==> config.mk <==
export PLATFORM = sky130hd
export DESIGN_NAME = control_sequencer
export DESIGN_NICKNAME = d
export VERILOG_FILES = /design/src/rtl/control_sequencer.sv
export SDC_FILE = /design/constraint.sdc
export NUM_CORES = 1
export LEC_CHECK = 0
export CORE_MARGIN = 2
export CORE_UTILIZATION = 29
export CTS_BUF_LIST = sky130_fd_sc_hd__clkbuf_8 sky130_fd_sc_hd__clkbuf_16
export CTS_CLUSTER_SIZE = 25
export DETAILED_ROUTE_END_ITERATION = 8
export PLACE_DENSITY = 0.82
export SKIP_CTS_REPAIR_TIMING = 1
export SLEW_MARGIN = 20
export SYNTH_ARGS = -nofsm -noshare
export SYNTH_HDL_FRONTEND = slang
export SYNTH_SLANG_ARGS = --single-unit
==> constraint.sdc <==
create_clock -name Clock -period 2.14 [get_ports Clock]
set_clock_uncertainty 0.1 [all_clocks]
set_input_delay 0.428 -clock Clock [delete_from_list [all_inputs] [get_ports Clock]]
set_output_delay 0.428 -clock Clock [all_outputs]
set_load 0.1 [all_outputs]
==> src/rtl/control_sequencer.sv <==
// control_sequencer: hardwired control unit for ALU_System.
// A timing counter walks RST -> F0 -> F1 -> E0 (-> E1) and the full
// ALU_System control word is decoded from that state and the instruction
// register. Together with ALU_System this forms a self-running CPU.
module control_sequencer (
    input  logic        Clock,
    input  logic        Reset,
    input  logic [15:0] IROut,
    input  logic [3:0]  ALUOutFlag,
    output logic [2:0]  RF_OutASel,
    output logic [2:0]  RF_OutBSel,
    output logic [1:0]  RF_FunSel,
    output logic [3:0]  RF_RSel,
    output logic [3:0]  RF_TSel,
    output logic [3:0]  ALU_FunSel,
    output logic [1:0]  ARF_OutCSel,
    output logic [1:0]  ARF_OutDSel,
    output logic [1:0]  ARF_FunSel,
    output logic [3:0]  ARF_RegSel,
    output logic        IR_LH,
    output logic        IR_Enable,
    output logic [1:0]  IR_Funsel,
    output logic        Mem_WR,
    output logic        Mem_CS,
    output logic [1:0]  MuxASel,
    output logic [1:0]  MuxBSel,
    output logic        MuxCSel,
    output logic [2:0]  SeqCounter
);

    // Codes 5 and 6 are deliberately unnamed; they fall into the default arm.
    typedef enum logic [2:0] {
        ST_RST  = 3'd0,
        ST_F0   = 3'd1,
        ST_F1   = 3'd2,
        ST_E0   = 3'd3,
        ST_E1   = 3'd4,
        ST_HALT = 3'd7
    } state_t;

    localparam logic [3:0] OP_LDI = 4'h0;
    localparam logic [3:0] OP_LDM = 4'h1;
    localparam logic [3:0] OP_ST  = 4'h2;
    localparam logic [3:0] OP_ADD = 4'h3;
    localparam logic [3:0] OP_AND = 4'h4;
    localparam logic [3:0] OP_NOT = 4'h5;
    localparam logic [3:0] OP_BRA = 4'h6;
    localparam logic [3:0] OP_BEQ = 4'h7;
    localparam logic [3:0] OP_HLT = 4'hF;

    // Register function codes shared by RF, ARF and IR.
    localparam logic [1:0] FUN_INC   = 2'b01;
    localparam logic [1:0] FUN_LOAD  = 2'b10;
    localparam logic [1:0] FUN_CLEAR = 2'b11;

    // Mux source codes shared by MuxA and MuxB.
    localparam logic [1:0] SRC_MEM = 2'b01;
    localparam logic [1:0] SRC_IMM = 2'b10;

    state_t      state;
    logic [3:0]  opcode;
    logic [1:0]  rd;
    logic [1:0]  rs;
    logic [3:0]  rd_onehot;
    logic        z_flag;
    logic        unused_bits;

    assign opcode      = IROut[15:12];
    assign rd          = IROut[11:10];
    assign rs          = IROut[9:8];
    assign rd_onehot   = 4'b1000 >> rd;
    assign z_flag      = ALUOutFlag[3];
    // Immediate and C/N/O flags travel through the datapath, not this block.
    assign unused_bits = ^{IROut[7:0], ALUOutFlag[2:0]};
    assign SeqCounter  = state;

    // Timing counter: fetch two bytes, execute one or two cycles, or halt.
    // NOTE: state updates use <= so every flop samples the pre-edge values.
    always_ff @(posedge Clock or posedge Reset) begin
        if (Reset) begin
            state <= ST_RST;
        end else begin
            case (state)
                ST_RST:  state <= ST_F0;
                ST_F0:   state <= ST_F1;
                ST_F1:   state <= ST_E0;
                ST_E0: begin
                    if (opcode == OP_LDM || opcode == OP_ST) state <= ST_E1;
                    else if (opcode == OP_HLT)               state <= ST_HALT;
                    else                                     state <= ST_F0;
                end
                ST_E1:   state <= ST_F0;
                ST_HALT: state <= ST_HALT;
                default: state <= ST_RST;
            endcase
        end
    end

    // Control word decode from the current state and instruction.
    // NOTE: every output gets its idle value first, so no path can infer a latch.
    always_comb begin
        RF_OutASel  = 3'b000;
        RF_OutBSel  = 3'b000;
        RF_FunSel   = 2'b00;
        RF_RSel     = 4'b0000;
        RF_TSel     = 4'b0000;
        ALU_FunSel  = 4'b0000;
        ARF_OutCSel = 2'b00;
        ARF_OutDSel = 2'b00;
        ARF_FunSel  = 2'b00;
        ARF_RegSel  = 4'b0000;
        IR_LH       = 1'b0;
        IR_Enable   = 1'b0;
        IR_Funsel   = 2'b00;
        Mem_WR      = 1'b0;
        Mem_CS      = 1'b1;
        MuxASel     = 2'b00;
        MuxBSel     = 2'b00;
        MuxCSel     = 1'b0;

        case (state)
            ST_RST: begin
                ARF_FunSel = FUN_CLEAR;
                ARF_RegSel = 4'b1000;
            end
            ST_F0, ST_F1: begin
                // Combinational memory lets the IR byte and PC+1 land on one edge.
                ARF_OutDSel = 2'b00;
                Mem_CS      = 1'b0;
                IR_Enable   = 1'b1;
                IR_LH       = (state == ST_F1);
                IR_Funsel   = FUN_LOAD;
                ARF_FunSel  = FUN_INC;
                ARF_RegSel  = 4'b1000;
            end
            ST_E0: begin
                case (opcode)
                    OP_LDI: begin
                        MuxASel   = SRC_IMM;
                        RF_FunSel = FUN_LOAD;
                        RF_RSel   = rd_onehot;
                    end
                    OP_LDM, OP_ST: begin
                        MuxBSel    = SRC_IMM;
                        ARF_FunSel = FUN_LOAD;
                        ARF_RegSel = 4'b0100;
                    end
                    OP_ADD, OP_AND: begin
                        RF_OutASel = {1'b0, rd};
                        RF_OutBSel = {1'b0, rs};
                        ALU_FunSel = (opcode == OP_ADD) ? 4'b0100 : 4'b0111;
                        RF_FunSel  = FUN_LOAD;
                        RF_RSel    = rd_onehot;
                    end
                    OP_NOT: begin
                        RF_OutBSel = {1'b0, rs};
                        ALU_FunSel = 4'b0011;
                        RF_FunSel  = FUN_LOAD;
                        RF_RSel    = rd_onehot;
                    end
                    OP_BRA, OP_BEQ: begin
                        if (opcode == OP_BRA || z_flag) begin
                            MuxBSel    = SRC_IMM;
                            ARF_FunSel = FUN_LOAD;
                            ARF_RegSel = 4'b1000;
                        end
                    end
                    default: ;
                endcase
            end
            ST_E1: begin
                if (opcode == OP_LDM) begin
                    ARF_OutDSel = 2'b10;
                    Mem_CS      = 1'b0;
                    MuxASel     = SRC_MEM;
                    RF_FunSel   = FUN_LOAD;
                    RF_RSel     = rd_onehot;
                end else if (opcode == OP_ST) begin
                    RF_OutASel  = {1'b0, rd};
                    ARF_OutDSel = 2'b10;
                    Mem_CS      = 1'b0;
                    Mem_WR      = 1'b1;
                end
            end
            default: ;
        endcase
    end

endmodule
# After elaboration in Yosys (flattened, before gate mapping)

Index checks and enable logic that the tools add are counted.

$add $sub $neg: 0
Multiply operators: 0
Divide/modulo/power cells: 0
$lt $le $gt $ge: 0
Equal/unequal tests: 13
Shift-type cells: 1
Mux-type cells: 40
Bitwise logic cells: 0
Reductions and logical operators: 12

Operator list:

| kind                                                 | number |
|---|---|
| 2-to-1 mux 2 bit                                     | 15 |
| one-hot mux 4 bit (2 select lines)                   | 3 |
| equality test 4 x 3 -> 1 bit (second input constant) | 4 |
| one-hot mux 2 bit (2 select lines)                   | 4 |
| one-hot mux 3 bit (5 select lines)                   | 1 |
| 2-to-1 mux 4 bit                                     | 3 |
| OR reduction 2 bit                                   | 5 |
| 2-to-1 mux 3 bit                                     | 3 |
| equality test 4 x 2 -> 1 bit (second input constant) | 2 |
| 2-to-1 mux 1 bit                                     | 8 |
| equality test 3 x 2 -> 1 bit (second input constant) | 2 |
| equality test 3 bit (second input constant)          | 2 |
| one-hot mux 2 bit (3 select lines)                   | 1 |
| one-hot mux 3 bit (2 select lines)                   | 1 |
| OR reduction 3 bit                                   | 2 |
| equality test 4 x 1 -> 1 bit (second input constant) | 1 |
| equality test 4 bit (second input constant)          | 1 |
| logical NOT 4 bit                                    | 1 |
| OR reduction 4 bit                                   | 1 |
| >> shifter 4 x 2 -> 4 bit (first input constant)     | 1 |
| equality test 3 x 1 -> 1 bit (second input constant) | 1 |
| logical NOT 3 bit                                    | 1 |
| logical OR 1 bit                                     | 2 |
| one-hot mux 1 bit (2 select lines)                   | 1 |

Flip-flop bits (word level): 3
Bits in latches: 0
Memory bits (writable): 0
ROM bits: 0
Input port bits: 22
Output and inout bits: 44
Word-level logic and storage cells: 67
Memories: 0

# Logic depth before layout (Yosys ltp)

Word-level depth: 5
Depth in mapped cells: 5
Depth with buffers taken out: 4

# Least setup slack after synthesis

Ideal clock, no wire load.

Path kind: register to output
Start point: register state[0], in the netlist SeqCounter[0]
End point: output RF_RSel[1]
Data arrival time: 4.701 ns
Data required time: 1.612 ns
Path slack: -3.089 ns
Stages on the path, launching flop included: 6
Buffers on the path: 1
Cell sequence: dfrtp_1 buf_6 nand3b_4 nor3_1 a311oi_2 nor4b_1

Cells in the longest elaborated chain, start to end: 2
Elaborated cells on any way between the ends: 3
Classes of those cells: eq/ne (2); mux (1)

RTL lines:

| element                                                             | RTL line | RTL |
|---|---|---|
| start, declared                                                     | 60       | `state_t state;` |
| start signal, assigned                                              | 81       | `state <= ST_RST;` |
| start signal, assigned                                              | 84       | `ST_RST: state <= ST_F0;` |
| start signal, assigned                                              | 85       | `ST_F0: state <= ST_F1;` |
| equality test 3 bit or equality test 3 x 2 -> 1 bit (tied branches) | 121      | `case (state)` |
| one-hot mux 4 bit (2 select lines) *                                | 121      |  |
| end, declared                                                       | 13       | `output logic [3:0] RF_RSel,` |

Mark *: on every way between the ends. The rest lies on a longest branch, timed or not.

# Worst setup path after layout

Start point: register state[2], in the netlist SeqCounter[2]
End point: output ARF_FunSel[1]

Cells in the longest elaborated chain, start to end: 3
Elaborated cells on any way between the ends: 6
Classes of those cells: eq/ne (3); mux (1); reduce/logical (2)

RTL lines:

| element                                                                      | RTL line | RTL |
|---|---|---|
| equality test 3 x 2 -> 1 bit or equality test 3 x 1 -> 1 bit (tied branches) | 121      |  |
| OR reduction 2 bit                                                           | 121      |  |
| one-hot mux 2 bit (3 select lines) *                                         | 121      |  |
| end, declared                                                                | 18       | `output logic [1:0] ARF_FunSel,` |

Marks and branches as above.

==> metrics.yaml <==
status: "finished, violations left"
violations: "negative setup slack"
clk_pin_slew_ns: 0.03
n_antenna_cell: 0
cts_root_buffer: "clkbuf_8"
post_drt_wl_per_cell_um: 16.7
drt_first_pass_iters: 4
synth_edf_count: 0
fin_setup_tns_ns: -3.12
synth_cell_type_count: 32
fin_ws_ns: -0.301
start_util: 0.299
switching_share: 0.608
power_frac_seq: 0.047
dpl.hpwl_um: 2130
num-fill-cells: 108
synthesis.area_um2: 648
grt_antenna_before_repair: 0
multiInputGateArea_um2: 718
synth_simple_gate_area_share: 0.431
numPortBuffers: 38
cts_made_buffers: 3
r2r_slack_ns: 0.81
max_freq_ghz: 0.410
grt_pass1_vias: 839
htreeDepth: 1
dieArea_um2: 2630
crit_required_ns: 1.61
area.growth.synth_to_final_pct: 180
switching_power_mw: 1.82
synth_top_family_by_area: "simple AND/OR/NAND/NOR gates"
finalMaxSlewViolations: 0
power.density_nw_per_um2: 1650
p_leak_nw: 0.798
criticalPathCategory: "register to output port"
instances_no_fill: 182
end_kind: "output port"
clkPwrFrac: 0.054
avgSynthCellArea_um2: 7.28
synth_top_area_frac: 0.208
core_area_um2: 2170
synth_compound_area_frac: 0.137
period_minus_slack_ns: 2.44
maxCapViolCount: 0
crit_arrival_ns: 1.91
track_usage: 0.217
ys_top_cells_by_area: "buf_4 21%, dfrtp_1 12%, nor2_1 7.5%, nor3_1 5.4%, a311oi_2 4.6%"
place_inst: 173
pre_cts_ws_ns: -0.492
min_path_type: "input pin to asynchronous set/reset pin"
gp_congestion: 0.790
drt-total-wl_um: 3040
drive_above_1_share: 0.675
num_rows: 17
synth_fa_ha_area_frac: 0
synthArstFlopShare: 1.00
die_h_um: 51.3
drtAntennaViolNets: 0
grt_overflow_total: 0
postLayoutCellArea_um2: 1810
synth-seq-cells: 3
nets: 177
p_int_mw: 1.17
rsz0062_at_grt: "yes"
synth_ff_type: "dfrtp_1"
synthMuxAreaShare: 0
synthXorXnorAreaFrac: 0.0270
drtIter0Drc: 9
pin_count: 66
syn_inst: 89
finalHoldViolations: 0
setup_viol: 19
yosys_warnings: 0
cts.sinks: 3
start_kind: "register"
clk_path_buf_depth: 2
synth_seq_area_share: 0.116
drc: 0
final_cell_mix: "29 x buf_12, 28 x buf_4, 16 x conb_1, 6 x nor2_4, 5 x clkdlybuf4s50_1"
cp_max_fo: 4
p_comb_frac: 0.899
grt_pass1_wl_um: 4190
largest_reg_flops: 3
vias_per_cell: 4.89
grt_start_max_net_pins: 10
placed_area_um2: 1640
num_vias: 890
register_area_um2: 86.3
fin_crit_sh: 1.14
layout.cells.most_common: "buf_12"
cts_tree: "done"
die_w_um: 51.3
ir_worst_vdd_mv: 1.57
fin_util: 0.836
clkLatencyLatePin_ns: 0.22
synth_top_area_cell: "buf_4"
critical path, stage by stage (launching register included):
cell      delay (ns)
dfrtp_4         0.49
nand3b_4        0.20
buf_4           0.17
or2_4           0.27
a311oi_4        0.23
or2_4           0.18
buf_12          0.16
synth_stat cells (2+ instances only):
library cell and n:
nand2_1 5, and2_1 2, nor3b_1 4, buf_4 18
nor2_1 13, o21ai_0 2, dfrtp_1 3, buf_6 2
a21oi_1 4, nand2b_1 3, nor4b_1 2, inv_1 2
nor3_1 7, buf_2 3, a311oi_2 2
per-layer routing:
layer  wire length (um)  vias to the layer above  GRT usage
met2               1660                       50      0.387
li1                   -                      400          -
met4                 63                        0     0.0965
met1               1120                      434      0.258
met3                202                        6     0.0263
met5                  0                        -          0
area by class of cell:
class / count / share of cell area
multi-input combinational: 75 / 0.396
clock buffer: 3 / 0.0228
clock inverter: 1 / 0.00207
inverter: 2 / 0.00414
sequential: 3 / 0.0476
tap: 28 / 0.0193
timing repair buffer: 70 / 0.508
kinds of logic (layout without fill, tap and decap cells):
| kind of cell | Yosys count | after routing |
|---|---|---|
| xor gates and xnor gates | 2 | 2 |
| buffers and inverters | 26 | 76 |
| DFF | 3 | 3 |
| other | 1 | 16 |
| AOI/OAI and AO/OA | 12 | 12 |
| and+or+nand+nor | 45 | 45 |
final timing paths:
path	start	endpoint	cells past startpoint
worst max-delay path	SeqCounter[2]$_DFF_PP0_	ARF_FunSel[1]	6
worst min-delay path	Reset	SeqCounter[0]$_DFF_PP0_	2
worst max register to register	SeqCounter[2]$_DFF_PP0_	SeqCounter[1]$_DFF_PP0_	3
worst min register to register	SeqCounter[2]$_DFF_PP0_	SeqCounter[1]$_DFF_PP0_	2
max in group asynchronous	Reset	SeqCounter[1]$_DFF_PP0_	2
min in group Clock	SeqCounter[2]$_DFF_PP0_	SeqCounter[1]$_DFF_PP0_	2
power groups by stage:
stage,Combinational (mW),Clock [mW],Sequential (mW)
after floorplan,1.61,0,0.285
after global placement,2.47,0,0.138
after detailed placement,2.51,0,0.140
after CTS,2.52,0.165,0.141
after global routing,2.75,0.170,0.144
final,2.68,0.161,0.141
stage by stage:
step,total power [mW],hold WS (ns)
final,2.99,0.342
after global routing,3.07,0.346
after CTS,2.83,0.319
after detailed placement,2.65,0.543
after global placement,2.61,0.508
after floorplan,1.90,0.0817
Note: power is estimated with default switching activity, not from simulation.
